`config.mk`:
```
export PLATFORM = sky130hd
export DESIGN_NAME = imem_bootload
export DESIGN_NICKNAME = d
export VERILOG_FILES = /design/src/rtl/imem_bootload.sv
export SDC_FILE = /design/constraint.sdc
export NUM_CORES = 2
export LEC_CHECK = 0
export CORE_UTILIZATION = 40
export DETAILED_ROUTE_END_ITERATION = 12
export PLACE_DENSITY_LB_ADDON = 0.12
export SLEW_MARGIN = 10
export SYNTH_ARGS = -nofsm -noshare
export SYNTH_HDL_FRONTEND = slang
export SYNTH_SLANG_ARGS = --single-unit
export TNS_END_PERCENT = 5
```
`constraint.sdc`:
```
create_clock -name CLK -period 5.4 [get_ports CLK]
set_input_delay 1.08 -clock CLK [delete_from_list [all_inputs] [get_ports CLK]]
set_output_delay 1.08 -clock CLK [all_outputs]
set_load 0.02 [all_outputs]
```
`src/rtl/imem_bootload.sv`:
```
// imem_bootload: instruction memory for the 12-bit CPU family, filled by a byte-serial boot loader.
// Latency: fetch data/valid registered 1 cycle after the accepting edge; loader takes 1 byte/cycle max.
// Backpressure: LD_READY only while expecting header/data bytes; fetches are refused while BUSY is high.
//
// Ports:
//   CLK, RESET                 clock, synchronous active-high reset
//   FETCH_EN, ADDR             fetch request and byte address (word index = ADDR / bytes-per-word)
//   Q, Q_VALID, MISALIGN       registered fetch result, valid strobe, nonzero byte-offset flag
//   LD_START                   begin a load (honoured only in IDLE)
//   LD_VALID, LD_DATA, LD_READY  ready/valid byte stream: 16-bit big-endian word count, then words MSB first
//   LD_DONE, LD_ERR            one-cycle pulses on the first IDLE cycle after a load / rejected header
//   BUSY                       array is being swept or loaded; the core must stall fetches
module imem_bootload #(
  parameter int DATA_W = 16,
  parameter int ADDR_W = 8,
  parameter int DEPTH  = 128
) (
  input  logic              CLK,
  input  logic              RESET,
  input  logic              FETCH_EN,
  input  logic [ADDR_W-1:0] ADDR,
  output logic [DATA_W-1:0] Q,
  output logic              Q_VALID,
  output logic              MISALIGN,
  input  logic              LD_START,
  input  logic              LD_VALID,
  input  logic [7:0]        LD_DATA,
  output logic              LD_READY,
  output logic              LD_DONE,
  output logic              LD_ERR,
  output logic              BUSY
);

  localparam int BYTES = DATA_W / 8;
  localparam int PTR_W = (DEPTH > 1) ? $clog2(DEPTH) : 1;
  localparam int BC_W  = (BYTES > 1) ? $clog2(BYTES) : 1;
  localparam logic [PTR_W-1:0] LAST_PTR = PTR_W'(DEPTH - 1);
  localparam logic [BC_W-1:0]  LAST_BC  = BC_W'(BYTES - 1);

  typedef enum logic [2:0] {
    CLEAR,
    IDLE,
    HDR_HI,
    HDR_LO,
    DATA,
    FILL
  } state_t;

  state_t            state_q;
  logic [PTR_W-1:0]  ptr_q;       // word pointer shared by sweep, data and fill
  logic [BC_W-1:0]   bcnt_q;      // byte position within the word being assembled
  logic [15:0]       n_q;         // word count from the header
  logic [DATA_W-1:0] asm_q;       // partially assembled word (earlier bytes)
  logic [DATA_W-1:0] q_q;
  logic              q_vld_q;
  logic              misalign_q;
  logic              ld_rdy_q;
  logic              ld_done_q;
  logic              ld_err_q;
  logic              busy_q;

  logic [DATA_W-1:0] mem_q [DEPTH];

  // Load-side decode
  logic              xfer;
  logic [DATA_W-1:0] asm_d;
  logic [15:0]       hdr_n;
  logic              hdr_bad;
  logic              word_last;
  logic              img_last;

  assign xfer      = LD_VALID & ld_rdy_q;
  // Shift the new byte in at the bottom; the cast drops the oldest byte so the
  // first byte received ends up in the MSBs once the word is complete.
  assign asm_d     = DATA_W'({asm_q, LD_DATA});
  assign hdr_n     = {n_q[15:8], LD_DATA};
  assign hdr_bad   = (hdr_n == 16'd0) || (32'(hdr_n) > DEPTH);
  assign word_last = (bcnt_q == LAST_BC);
  assign img_last  = (32'(ptr_q) == (32'(n_q) - 32'd1));

  // Fetch-side decode; division by a constant reduces to a shift for power-of-two widths
  logic [ADDR_W-1:0] f_idx;
  logic              f_off;
  logic              f_in;
  logic [PTR_W-1:0]  f_ptr;

  assign f_idx = ADDR_W'(32'(ADDR) / BYTES);
  assign f_off = ((32'(ADDR) % BYTES) != 0);
  assign f_in  = (32'(f_idx) < DEPTH);
  assign f_ptr = PTR_W'(f_idx);

  // Array write port: zero during sweep/fill, assembled word on the last data byte.
  // Nothing is written while RESET is high so a partial word is simply dropped.
  logic              mem_we;
  logic [DATA_W-1:0] mem_wdat;

  always_comb begin
    mem_we   = 1'b0;
    mem_wdat = '0;
    if (!RESET) begin
      case (state_q)
        CLEAR, FILL: mem_we = 1'b1;
        DATA: begin
          if (xfer && word_last) begin
            mem_we   = 1'b1;
            mem_wdat = asm_d;
          end
        end
        default: mem_we = 1'b0;
      endcase
    end
  end

  always_ff @(posedge CLK) begin
    if (mem_we) begin
      mem_q[ptr_q] <= mem_wdat;
    end
  end

  // Control FSM with registered outputs; BUSY/LD_READY are loaded with the
  // value matching the state being entered so they track state_q exactly.
  always_ff @(posedge CLK) begin
    if (RESET) begin
      state_q    <= CLEAR;
      ptr_q      <= '0;
      bcnt_q     <= '0;
      n_q        <= '0;
      asm_q      <= '0;
      q_q        <= '0;
      q_vld_q    <= 1'b0;
      misalign_q <= 1'b0;
      ld_rdy_q   <= 1'b0;
      ld_done_q  <= 1'b0;
      ld_err_q   <= 1'b0;
      busy_q     <= 1'b1;
    end else begin
      ld_done_q <= 1'b0;
      ld_err_q  <= 1'b0;

      // Fetches only happen in IDLE, so they never race an array write.
      if (FETCH_EN && !busy_q) begin
        q_q        <= f_in ? mem_q[f_ptr] : '0;
        q_vld_q    <= 1'b1;
        misalign_q <= f_off;
      end else begin
        q_vld_q    <= 1'b0;
        misalign_q <= 1'b0;
      end

      case (state_q)
        CLEAR, FILL: begin
          if (ptr_q == LAST_PTR) begin
            state_q   <= IDLE;
            busy_q    <= 1'b0;
            ptr_q     <= '0;
            // Only a fill completes a load; the power-on sweep is silent.
            ld_done_q <= (state_q == FILL);
          end else begin
            ptr_q <= ptr_q + 1'b1;
          end
        end

        IDLE: begin
          if (LD_START) begin
            state_q  <= HDR_HI;
            busy_q   <= 1'b1;
            ld_rdy_q <= 1'b1;
          end
        end

        HDR_HI: begin
          if (xfer) begin
            n_q[15:8] <= LD_DATA;
            state_q   <= HDR_LO;
          end
        end

        HDR_LO: begin
          if (xfer) begin
            if (hdr_bad) begin
              state_q  <= IDLE;
              busy_q   <= 1'b0;
              ld_rdy_q <= 1'b0;
              ld_err_q <= 1'b1;
            end else begin
              n_q     <= hdr_n;
              ptr_q   <= '0;
              bcnt_q  <= '0;
              state_q <= DATA;
            end
          end
        end

        DATA: begin
          if (xfer) begin
            if (word_last) begin
              bcnt_q <= '0;
              if (img_last) begin
                ld_rdy_q <= 1'b0;
                if (32'(n_q) == DEPTH) begin
                  // Image covers the whole array: nothing left to fill.
                  state_q   <= IDLE;
                  busy_q    <= 1'b0;
                  ptr_q     <= '0;
                  ld_done_q <= 1'b1;
                end else begin
                  state_q <= FILL;
                  ptr_q   <= ptr_q + 1'b1;
                end
              end else begin
                ptr_q <= ptr_q + 1'b1;
              end
            end else begin
              bcnt_q <= bcnt_q + 1'b1;
              asm_q  <= asm_d;
            end
          end
        end

        default: begin
          state_q  <= CLEAR;
          ptr_q    <= '0;
          busy_q   <= 1'b1;
          ld_rdy_q <= 1'b0;
        end
      endcase
    end
  end

  assign Q        = q_q;
  assign Q_VALID  = q_vld_q;
  assign MISALIGN = misalign_q;
  assign LD_READY = ld_rdy_q;
  assign LD_DONE  = ld_done_q;
  assign LD_ERR   = ld_err_q;
  assign BUSY     = busy_q;

endmodule

```
# Word level (Yosys, flattened, before mapping)
# Memories as Yosys holds them, arrays and structs flattened. A register that Yosys moved wholly into a read port is not among the register bits.
# Index checks and enable logic that the tools add are counted.
dict set report totals {
  register_bits 41
  latchBits 0
  ramBits 2048
  romBits 0
  inputBits 21
  mem_count 1
}
dict set report classes {
  addsub 3
  n_mul 0
  div 0
  magnitude_cmp 1
  n_eq_ne 18
  shifts 0
  muxes 54
  bitwise_logic 9
  reduce_logical 20
}
# name words word_bits read_ports rd_clocked_by_memory_dff write_ports line
set memory_table {}
lappend memory_table {mem_q 128 16 1 1 1 62} ;# logic [DATA_W-1:0] mem_q [DEPTH];
# cell count
set op_table {}
lappend op_table {{$mux 7} 7}
lappend op_table {{$mux 16} 3}
lappend op_table {{$eq 7x32->1} 1}
lappend op_table {{$pmux 7 s4} 1}
lappend op_table {{$mux 3} 9}
lappend op_table {{$mux 1} 26}
lappend op_table {{$ne 2x2->1 const B} 10}
lappend op_table {{$sub 16x1->17 const B} 1}
lappend op_table {{$eq 16x8->1 const B} 1}
lappend op_table {{$gt 16x8->1 const B} 1}
lappend op_table {{$logic_not 16->1} 1}
lappend op_table {{$pmux 8 s2} 1}
lappend op_table {{$pmux 3 s5} 1}
lappend op_table {{$reduce_and 7->1} 2}
lappend op_table {{$reduce_and 3->1} 3}
lappend op_table {{$reduce_and 9->1} 1}
lappend op_table {{$mux 8} 1}
lappend op_table {{$not 1->1} 8}
lappend op_table {{$add 7x1->7 const B} 1}
lappend op_table {{$eq 7x7->1 const B} 1}
lappend op_table {{$eq 3x2->1 const B} 2}
lappend op_table {{$eq 3x3->1 const B} 2}
lappend op_table {{$pmux 1 s2} 3}
lappend op_table {{$reduce_or 2->1} 3}
lappend op_table {{other kinds (13)} 15}

# Longest topological paths before layout
dict set report logic_depth {
  word_depth 7
  mapped_depth 10
  depth_no_buf 9
}

# Least setup slack after synthesis
# Ideal clock, no wire load.
dict set report synth_path {
  kind {input-to-reg}
  from {in LD_VALID}
  to {mem mem_q[0][5], data pin}
  arrival_ps 3735
  t_required_ps 4863
  slack_ps 1128
  cell_stages 6
  path_buffers 2
  cell_sequence {nand2_1 -> nor2_1 -> and2_1 -> clkbuf_1 -> clkbuf_1 -> and3_1}
}
dict set report synth_between {
  elab_chain_cells 5
}
# element line
set synth_rtl {}
lappend synth_rtl {{from (decl)} 26} ;# input logic LD_VALID,
lappend synth_rtl {{$and 1x1->1} 72} ;# assign xfer = LD_VALID & ld_rdy_q;
lappend synth_rtl {{$logic_and 1x1->1} 104} ;# if (xfer && word_last) begin
lappend synth_rtl {{$mux 16} 104}
lappend synth_rtl {{$mux 16} 101} ;# case (state_q)
lappend synth_rtl {{$mux 16} 100} ;# if (!RESET) begin
lappend synth_rtl {{named net mem_wdat[5]} 95} ;# logic [DATA_W-1:0] mem_wdat;
lappend synth_rtl {{to (decl)} 62}
# The timed path passes the listed nets, and every way through them passes these cells.

# Final worst setup path
dict set report layout_path {
  from {reg state_q[0]}
  to {mem mem_q[66][12], enable pin}
}
dict set report layout_between {
  elab_chain_cells 6
  word_cells_on_any_way 8
  cone_classes {eq/ne: 2; mux: 4; reduce/logical: 2}
}
# element line
set layout_rtl {}
lappend layout_rtl {{from (decl)} 49} ;# state_t state_q;
lappend layout_rtl {{from (signal assigned)} 124} ;# state_q <= CLEAR;
lappend layout_rtl {{from (signal assigned)} 153} ;# state_q <= IDLE;
lappend layout_rtl {{from (signal assigned)} 165} ;# state_q <= HDR_HI;
lappend layout_rtl {{$eq 3x3->1 / $logic_not 3->1 (equally long branches)} 101}
lappend layout_rtl {{$reduce_or 2->1} 101}
lappend layout_rtl {{$pmux 1 s2 *} 101}
lappend layout_rtl {{$mux 1 *} 100}
lappend layout_rtl {{$mux 1 *} 115} ;# if (mem_we) begin
lappend layout_rtl {{$mux 1 (implied by the code) *} 116} ;# mem_q[ptr_q] <= mem_wdat;
# Every way passes the cells marked *; elsewhere a longest branch is shown, timed or not.

==> flow_metrics.env <==
export IMPL_status="completed"
export IMPL_area_delta_synth_final_pct=15.0
export IMPL_yosys_warnings=0
export IMPL_comb_power_share_pct=3.8
export IMPL_grt_total_usage_pct=20.5
export IMPL_syn_inst=3477
export IMPL_wl_um=207000
export IMPL_mostFrequentLayoutCell="edfxtp_1"
export IMPL_core_area_mm2=0.201
export IMPL_wl_per_cell_um=31.2
export IMPL_report_final_slew_viol_count=0
export IMPL_antenna_found_initial=10
export IMPL_drt_iter0_markers=3983
export IMPL_clk_pin_slew_ns=0.06
export IMPL_port_buffers=42
export IMPL_ant_nets=0
export IMPL_syn_area_mm2=0.0811
export IMPL_fin_crit_sh_pct=69.9
export IMPL_ios=43
export IMPL_regToRegSetupSlack_ns=1.62
export IMPL_drc=0
export IMPL_syn_num_nets=3500
export IMPL_viasPerCell=5.69
export IMPL_crit_path_end_kind="flop"
export IMPL_clock_skew_ns=0.0350
export IMPL_clock_path_buffers=3
export IMPL_ctsResizeCount=0
export IMPL_numCtsBuffers=215
export IMPL_layout_common_cells="2048 x edfxtp_1, 640 x mux4_2, 217 x clkbuf_16"
export IMPL_post_cts_buffers=0
export IMPL_rows=164
export IMPL_internal_power_w=0.0266
export IMPL_dieArea_mm2=0.205
export IMPL_synth_avg_cell_area_um2=23.3
export IMPL_drive_gt1_share_pct=31.9
export IMPL_tritoncts="yes"
export IMPL_dp_cells=6233
export IMPL_die_height_um=452
export IMPL_seqPwrFrac_pct=53.0
export IMPL_switching_power_w=0.00713
export IMPL_path_class="flop to flop"
export IMPL_grt_max_degree=129
export IMPL_max_clock_freq_ghz=0.265
export IMPL_htreeDepth=4
export IMPL_synth_edff_count=2048
export IMPL_fp_dieW_um=452
export IMPL_overflow=0
export IMPL_clkPwrFrac_pct=43.2
export IMPL_power_density_mw_per_mm2=362
export IMPL_grt_pass1_wl_um=297000
export IMPL_rsz0062_at_grt="no"
export IMPL_netSwitchingFraction_pct=21.1
export IMPL_cts_hold_buf=0
export IMPL_final_cells=6634
export IMPL_initial_utilization_pct=40.4
export IMPL_period_minus_slack_ns=3.78
export IMPL_crit_required_ns=5.94
export IMPL_num_vias=37718
export IMPL_grt_pass1_vias=39365
export IMPL_setup_violations=0
export IMPL_tightestPinTransition_ns=0.984
export IMPL_cts_root_buffer_cell="clkbuf_16"
export IMPL_ys_seq_elements=2105
export IMPL_hold_path_class="flop to flop"
export IMPL_drtPass1Iterations=6
export IMPL_cap_violations=0
export IMPL_power_leakage_nw=28.1
export IMPL_layout_nets=3817
export IMPL_dp_hpwl_um=126000
export IMPL_async_flop_share_pct=0
export IMPL_clock_latency_ns=0.86
export IMPL_critPathLaunchType="flop"
export IMPL_ir_drop_mv=0.312
export IMPL_yosysSeqAreaShare_pct=77.2
export IMPL_worstPathMaxFanout=17
export IMPL_ys_types=57
export IMPL_gp_congestion=0.851
export IMPL_tns_ns=0
export IMPL_ys_flop_type="edfxtp_1"
export IMPL_cts_num_sinks=2105
export IMPL_arrival_ns=4.31
export IMPL_hold_viol=0
export IMPL_slew_limit_headroom_pct=34.4
## cell type report
| class | instances | area, um^2 |
|---|---|---|
| Antenna cell | 2 | 5.00 |
| Clock buffer | 271 | 5680 |
| Clock inverter | 128 | 1270 |
| Fill cell | 16547 | 107000 |
| Inverter | 8 | 30.0 |
| Multi-Input combinational cell | 1175 | 17700 |
| Sequential cell | 2105 | 62600 |
| Tap cell | 2656 | 3320 |
| Timing Repair Buffer | 289 | 2690 |
## per-layer routing
layer | share of wire (%) | global-route usage [%]
met3 | 5.2 | 2.94
met4 | 2.4 | 5.95
met1 | 44 | 29.2
met5 | 0 | 0
met2 | 49 | 32.9
## power by group through the flow
stage	Sequential [W]	Combinational, W	Clock (W)
floorplan	0.0182	0.000829	0
global placement	0.0182	0.00128	0
global route	0.0179	0.00137	0.0156
CTS	0.0179	0.00131	0.0149
detailed placement	0.0182	0.00131	0
finish	0.0179	0.00129	0.0146
## worst paths after layout
kind / cells after the start / end / from
worst min register to register: 2 / asm_q[1] / asm_q[1]
worst min-delay path: 2 / asm_q[1] / asm_q[1]
worst max-delay path: 9 / mem_q[66][12] / state_q[0]
worst max register to register: 9 / mem_q[66][12] / state_q[0]
## through the flow
step	utilization [%]	hold slack, ns	area (um^2)	power (W)	setup WS [ns]
6_report	46.5	0.503	93300	0.0338	1.62
5_1_grt	46.5	0.547	93300	0.0348	1.36
4_1_cts	46.5	0.506	93300	0.0341	1.65
3_5_place_dp	43.0	0.491	86300	0.0195	0.873
3_3_place_gp	43.0	0.485	86300	0.0195	0.817
2_1_floorplan	-	0.452	81100	0.0190	1.13
## registers in the layout, summed over array words and instances, names as in the netlist, 3 cells and up
| signal | flops |
|---|---|
| mem_q | 2048 |
| Q | 16 |
| ptr_q | 7 |
| state_q | 3 |
| n_q | 16 |
| asm_q | 8 |
## cells by family after synthesis
group | Yosys count | share of synthesized area, %
fa+ha+maj | 2 | 0.0308
flops | 2105 | 77.2
compound gates | 121 | 0.975
buf+inv | 197 | 1.11
xor+xnor | 7 | 0.0756
mux | 698 | 18.5
simple gates | 347 | 2.04
## worst max-delay path, stage by stage, from the launching register on
cell and delay (ns):
dfxtp_1 0.46, or3b_1 0.51, nor2_1 0.18, nand2_1 0.16, a21oi_1 0.47, and2b_2 0.30
nand2_2 0.39, buf_4 0.34, nor2_1 0.28, buf_4 0.33
## synthesized netlist by cell type, types with 9 or more instances
cell	instances	area share (%)
a211oi_1	20	0.19
a21oi_1	12	0.074
and3_1	23	0.18
buf_1	35	0.16
buf_2	56	0.35
buf_4	14	0.13
clkbuf_1	78	0.36
dfxtp_1	57	1.4
edfxtp_1	2048	76
mux2_2	32	0.44
mux2i_1	26	0.32
mux4_2	640	18
nand2_1	23	0.11
nand3_1	18	0.11
nor2_1	185	0.86
nor2b_1	28	0.22
nor3_1	9	0.056
nor4_1	21	0.16
o21ai_0	26	0.16
o22ai_1	33	0.25
Power figures use the tool's default switching activity.
